[config.mk]
export PLATFORM = sky130hd
export DESIGN_NAME = fetch_sequencer
export DESIGN_NICKNAME = d
export VERILOG_FILES = /design/src/rtl/fetch_sequencer.sv
export SDC_FILE = /design/constraint.sdc
export NUM_CORES = 1
export LEC_CHECK = 0
export ABC_AREA = 1
export BUFFER_PORTS_ARGS = -buffer_cell sky130_fd_sc_hd__buf_4
export CAP_MARGIN = 20
export CORE_MARGIN = 1.5
export CORE_UTILIZATION = 50
export CTS_CLUSTER_DIAMETER = 100
export DETAILED_ROUTE_END_ITERATION = 8
export HOLD_SLACK_MARGIN = 0.08
export PLACE_DENSITY = 0.92
export SLEW_MARGIN = 20
export SYNTH_ARGS = -nofsm -noshare
export SYNTH_HDL_FRONTEND = slang
export SYNTH_SLANG_ARGS = --single-unit
[constraint.sdc]
create_clock -name clk -period 6.8 [get_ports clk]
set_clock_uncertainty 0.15 [all_clocks]
set_input_delay 0.68 -clock clk [delete_from_list [all_inputs] [get_ports clk]]
set_output_delay 0.68 -clock clk [all_outputs]
set_load 0.03 [all_outputs]
[src/rtl/fetch_sequencer.sv]
// Fetch-stage PC owner: issues one imem read per PC over req/ack and holds the word for decode.
// Optional misaligned-PC check is enabled by defining FETCH_ALIGN_CHK_EN.
module fetch_sequencer #(
   parameter int                ADDR_W   = 32,
   parameter logic [ADDR_W-1:0] RESET_PC = 32'h0000_3000
) (
   input  logic              clk,
   input  logic              reset,
   input  logic [ADDR_W-1:0] npc_i,
   input  logic              stall_i,
   output logic              imem_req_o,
   output logic [ADDR_W-1:0] imem_addr_o,
   input  logic              imem_ack_i,
   input  logic [31:0]       imem_rdata_i,
   output logic [ADDR_W-1:0] pc_f_o,
   output logic [31:0]       instr_f_o,
   output logic              f_valid_o,
   output logic [31:0]       fetch_cnt_o,
   output logic              addr_err_o
);

   typedef enum logic [1:0] {S_IDLE, S_WAIT, S_VALID} state_t;

   state_t            state_q, state_nxt;
   logic              req_q, req_nxt;
   logic [ADDR_W-1:0] pc_q, pc_nxt;
   logic [31:0]       instr_q, instr_nxt;
   logic              valid_q, valid_nxt;
   logic [31:0]       cnt_q, cnt_nxt;
   logic              err_nxt;

   function automatic logic [ADDR_W-1:0] align_pc(input logic [ADDR_W-1:0] pc);
      return {pc[ADDR_W-1:2], 2'b00};
   endfunction

   always_ff @(posedge clk or posedge reset) begin
      if (reset) begin
         state_q <= S_IDLE;
      end else begin
         state_q <= state_nxt;
      end
   end

   always_comb begin
      state_nxt = state_q;
      req_nxt   = req_q;
      pc_nxt    = pc_q;
      instr_nxt = instr_q;
      valid_nxt = valid_q;
      cnt_nxt   = cnt_q;
      err_nxt   = 1'b0;
      case (state_q)
         S_IDLE: begin
            state_nxt = S_WAIT;
            req_nxt   = 1'b1;
         end
         S_WAIT: begin
            if (imem_ack_i) begin
               instr_nxt = imem_rdata_i;
               valid_nxt = 1'b1;
               req_nxt   = 1'b0;
               state_nxt = S_VALID;
            end
         end
         S_VALID: begin
            // npc_i is only looked at on the cycle decode takes the held word
            if (!stall_i) begin
`ifdef FETCH_ALIGN_CHK_EN
               pc_nxt  = align_pc(npc_i);
               err_nxt = (npc_i[1:0] != 2'b00);
`else
               pc_nxt  = npc_i;
`endif
               cnt_nxt   = cnt_q + 32'd1;
               valid_nxt = 1'b0;
               req_nxt   = 1'b1;
               state_nxt = S_WAIT;
            end
         end
         default: begin
            state_nxt = S_IDLE;
            req_nxt   = 1'b0;
            valid_nxt = 1'b0;
         end
      endcase
   end

   always_ff @(posedge clk or posedge reset) begin
      if (reset) begin
         req_q   <= 1'b0;
         pc_q    <= RESET_PC;
         instr_q <= 32'd0;
         valid_q <= 1'b0;
         cnt_q   <= 32'd0;
      end else begin
         req_q   <= req_nxt;
         pc_q    <= pc_nxt;
         instr_q <= instr_nxt;
         valid_q <= valid_nxt;
         cnt_q   <= cnt_nxt;
      end
   end

`ifdef FETCH_ALIGN_CHK_EN
   logic err_q;

   always_ff @(posedge clk or posedge reset) begin
      if (reset) begin
         err_q <= 1'b0;
      end else begin
         err_q <= err_nxt;
      end
   end

   assign addr_err_o = err_q;
`else
   logic unused_align;
   assign unused_align = err_nxt ^ (|align_pc(pc_q));
   assign addr_err_o   = 1'b0;
`endif

   assign imem_req_o  = req_q;
   assign imem_addr_o = pc_q;
   assign pc_f_o      = pc_q;
   assign instr_f_o   = instr_q;
   assign f_valid_o   = valid_q;
   assign fetch_cnt_o = cnt_q;

endmodule

# ---- After elaboration in Yosys (flattened, before gate mapping)
# Index checks and enable logic that the tools add are counted.
# Widths: inputs -> output; s select.
dict set report classes {
  n_addsub 1
  bitwise 2
  n_reduce_logical 5
  eq_ne 4
  muxes 9
}
# operator n
set op_table {}
lappend op_table {{$add 32x1->32 const B} 1}
lappend op_table {{$pmux 1 s3} 2}
lappend op_table {{$pmux 2 s3} 1}
lappend op_table {{$reduce_and 2->1} 3}
lappend op_table {{$mux 1} 4}
lappend op_table {{$mux 2} 2}
lappend op_table {{$ne 2x2->1 const B} 2}
lappend op_table {{$reduce_and 3->1} 1}
lappend op_table {{$eq 2x1->1 const B} 1}
lappend op_table {{$eq 2x2->1 const B} 1}
lappend op_table {{$logic_not 2->1} 1}
lappend op_table {{$not 1->1} 2}
dict set report totals {
  ff_bits 100
  out_inout_bits 131
  word_cells 27
}

# ---- Longest topological paths before layout
dict set report depth {
  depth_word 3
  mapped_depth 10
}

# ---- Least setup slack after synthesis
# No wires, ideal clock.
dict set report synth_timing {
  kind {register to register}
  startpoint {register cnt_q[1] (netlist: fetch_cnt_o[1])}
  endpoint {register cnt_q[30] (netlist: fetch_cnt_o[30])}
  t_arrival_ns 1.453
  stages_incl_launch_ff 9
  setup_time_ns 0.118
  slack_ns 5.079
  path_cell_list {dfrtp_1 -> ha_1 -> nand3_1 -> inv_1 -> nand3_1 -> nor2_4 -> nand3_1 -> nand2_1 -> nand2_1}
}
dict set report synth_via {
  elab_chain_len 1
}
# element line
set synth_rtl {}
lappend synth_rtl {{start: declaration} 29} ;# logic [31:0] cnt_q, cnt_nxt;
lappend synth_rtl {{start signal: assignment} 100} ;# cnt_q <= cnt_nxt;
lappend synth_rtl {{$add 32x1->32} 74} ;# cnt_nxt = cnt_q + 32'd1;
# No other way between the ends.
# A chain may end at the register's enable or synchronous reset.

# ---- Worst setup path after layout
dict set report layout_timing {
  startpoint {register state_q[1]}
  endpoint {register valid_q (netlist: f_valid_o)}
}
dict set report layout_via {
  elab_chain_len 3
  word_cells_on_any_way 8
  cone_classes {eq/ne: 4; mux: 1; bitwise: 1; reduce/logical: 2}
}
# element line
set layout_rtl {}
lappend layout_rtl {{start: declaration} 24} ;# state_t state_q, state_nxt;
lappend layout_rtl {{start signal: assignment} 40} ;# state_q <= state_nxt;
lappend layout_rtl {{$eq 2x1->1 (tied with other cells)} 52} ;# case (state_q)
lappend layout_rtl {{$ne 2x2->1 (no source line) or $not 1->1 (tied branches)} n/a}
lappend layout_rtl {{$reduce_and 3->1 (no source line)} n/a}
lappend layout_rtl {{end signal: assignment} 99} ;# valid_q <= valid_nxt;
lappend layout_rtl {{end: declaration} 28} ;# logic valid_q, valid_nxt;
# Parallel ways exist; a longest one is shown, timed or not.

==> metrics.txt <==
status=finished clean; P_leak=3.341 nW; combinational share of power=51.9%; Slew Viols, Final=0; Crit Path Max Fanout=34; All-Layer GR Usage=24.06%; Die Y=98.56 µm; layout cells sized above 1=31.77%; WL/cell=13.49 µm; setup TNS=0 ns; Remaining DRCs=0; fillcell total=700; Seq. cell area=2480 µm²; largest net degree at the start of global routing=56; Post-CTS Setup Bufs=0; Flop pwr share=35.7%; die footprint=9713 µm²; post-synth top area share=53.17%; WP data arrival=2.56 ns; Critical Path RT=6.93 ns; Final Cycle Share=35.66%; share of total power in the clock network=12.5%; core area=8763 µm²; Max Freq=412.4 MHz; CTS tree=done; final instance area=6066 µm²; maximum vdd ir drop=0.0003201 V; Warnings, synthesis=0; first-pass GRT wire length=19000 µm; Routed WL=11260 µm; Avg Cell Area, Syn=8.167 µm²; syn_nets=628; RSZ-0062 raised after global routing=false; vias in the first global route=4173; Critical Path Slowest Stage Cell=inv_1; Final min period=2.425 ns; final setup fails=0; vias per inst=4.943; starting density of the core=52.10%; ANT cells=0; cts hold-fix bufs=0; # resized after CTS=0; row count=34; total grt overflow=0; Crit. End Element=flop; CP Launch Type=flop; Hold Path Class=in2async; clock-pin slew on the worst setup and hold paths=0.09 ns; CP delay by family, top=buffers and inverters; antenna violations before repair=0; Routability Congestion=0.9065; synthesized area=4566 µm²; commonest non-fill, non-tap cells in the layout=nand2_1 (266), buf_4 (199), dfrtp_1 (97); Clock Latency Late Sink=0.34 ns; Hold Vio Cnt, Final=0; Crit Path Class=reg2reg; Area after DPL=5872 µm²; H-tree levels=3; R2R Path End=f_valid_o$_DFFE_PP0P_; internal power=1.403 mW; clk sinks=99; Seq/Total Area, Yosys=54.32%; crit path buf inv count=3; Cell variety after synth=27; area grow syn2layout=32.86%; Syn Inst Count=559; ranking of synthesized cells by area=dfrtp_1 (53%), nand2_1 (22%), buf_4 (5.6%), nor2_1 (2.9%), inv_1 (2.8%); multi-input logic area=1634 µm²; clk buf depth=2; Worst path max stage delay=0.94 ns; Worst Reg2Reg Path Length in Cells=5; cell chain of the critical path=inv_1 -> nand3_2 -> inv_1 -> o21ai_0 -> inv_1; dpl hpwl=8486 µm; Worst Max-Slew Pin Slew=0.9443 ns; power density cells=435.6 nW/µm²; number of synthesized register bits=99; P_sw=1.239 mW; worst relative slew slack=36.98%; fin nets=791; reg2reg setup slack=4.38 ns; via count=4127; Port Buffers=197; clock root buffer=clkbuf_8; Max-Cap Viols=0; worst r2r src=state_q[1]$_DFFE_PP0P_; number of nets with antenna violations after routing=0; Initial DRT Pass Iterations=5; Tot Pwr=2.642 mW; commonest non-fill, non-tap cell in the layout=nand2_1; most used cell, CP=inv_1; Die W=98.56 µm; io pins=199; Layout Utilization=69.22%; cts bufs inserted=9; Net Sw Frac=46.89%; drt first-iter violations=117; largest area contributor in the netlist=dfrtp_1
## worst max path at each step
| stage | cells after the start | from | endpoint | slack, ns |
|---|---|---|---|---|
| after detailed placement | 5 | imem_ack_i | instr_f_o[12]$_DFFE_PP0P_ | 3.55 |
| after CTS | 5 | state_q[1]$_DFFE_PP0P_ | instr_f_o[12]$_DFFE_PP0P_ | 3.83 |
| after global placement | 5 | imem_ack_i | f_valid_o$_DFFE_PP0P_ | 3.69 |
| after floorplan | 1 | reset | f_valid_o$_DFFE_PP0P_ | 3.38 |
| final | 5 | state_q[1]$_DFFE_PP0P_ | f_valid_o$_DFFE_PP0P_ | 4.38 |
| after global routing | 5 | state_q[1]$_DFFE_PP0P_ | instr_f_o[12]$_DFFE_PP0P_ | 4.12 |
## per-stage QoR
stage	hold WS (ns)	setup WS [ns]	instances
3_3_place_gp	0.3178	3.694	818
5_1_grt	0.2709	4.120	835
6_report	0.2388	4.375	835
4_1_cts	0.2517	3.828	834
2_1_floorplan	0.3822	3.383	559
3_5_place_dp	0.3168	3.554	818
## per-layer routing
layer | vias up | track usage, % | part of all wire (%)
met5 | - | 0 | 0
met4 | 0 | 8.884 | 2.1
met3 | 19 | 5.887 | 8.0
met2 | 177 | 41.73 | 50
met1 | 1942 | 29.14 | 40
li1 | 1989 | - | -
## Yosys cell counts
cell,instances
nand2_1,266
dfrtp_1,97
nor2_1,35
buf_4,34
inv_1,34
nand3_1,23
xnor2_1,9
buf_2,8
nand4_1,8
xor2_1,7
clkbuf_1,5
nand2_2,4
nor2_2,4
nor3_1,4
nor2_4,3
o21ai_0,3
a21oi_1,2
dfstp_2,2
nand3b_1,2
o21ai_1,2
and3_1,1
buf_6,1
conb_1,1
ha_1,1
inv_2,1
nand3_2,1
o21bai_1,1
## power groups by stage
stage	Combinational (mW)	Sequential [mW]	Clock (mW)
after global routing	1.45	0.968	0.371
after CTS	1.38	0.941	0.339
after global placement	1.35	0.941	0
after floorplan	0.570	1.31	0
final	1.37	0.942	0.330
after detailed placement	1.38	0.946	0
## layout make-up
type,count,area share [%]
Clock buffer,11,2.166
Clock inverter,5,0.6188
Inverter,35,2.207
Multi-Input combinational cell,377,26.94
Sequential cell,99,40.88
Tap cell,108,2.228
Timing Repair Buffer,200,24.96
## flip-flops by register name, summed over array words and instances, names as in the netlist
signal and flops:
f_valid_o 1, imem_addr_o 32, state_q 2, instr_f_o 32, fetch_cnt_o 32
## worst reg2reg max path, delay by kind of cell (launching register included)
family,cells,cell delay [ns]
AOI/OAI and AO/OA,1,0.18
DFF,1,0.42
and+or+nand+nor,1,0.49
buffers and inverters,3,1.12
## kinds of logic (layout without fill, tap and decap cells)
family / Yosys count / after routing / synth area share, %
and+or+nand+nor: 351 / 351 / 31.32
DFF: 99 / 99 / 54.32
buffers and inverters: 83 / 251 / 10.00
AOI/OAI and AO/OA: 8 / 8 / 0.9317
xor gates and xnor gates: 16 / 16 / 3.069
adders and majority gates: 1 / 1 / 0.2740
other: 1 / 1 / 0.08214
Power figures use the tool's default switching activity.
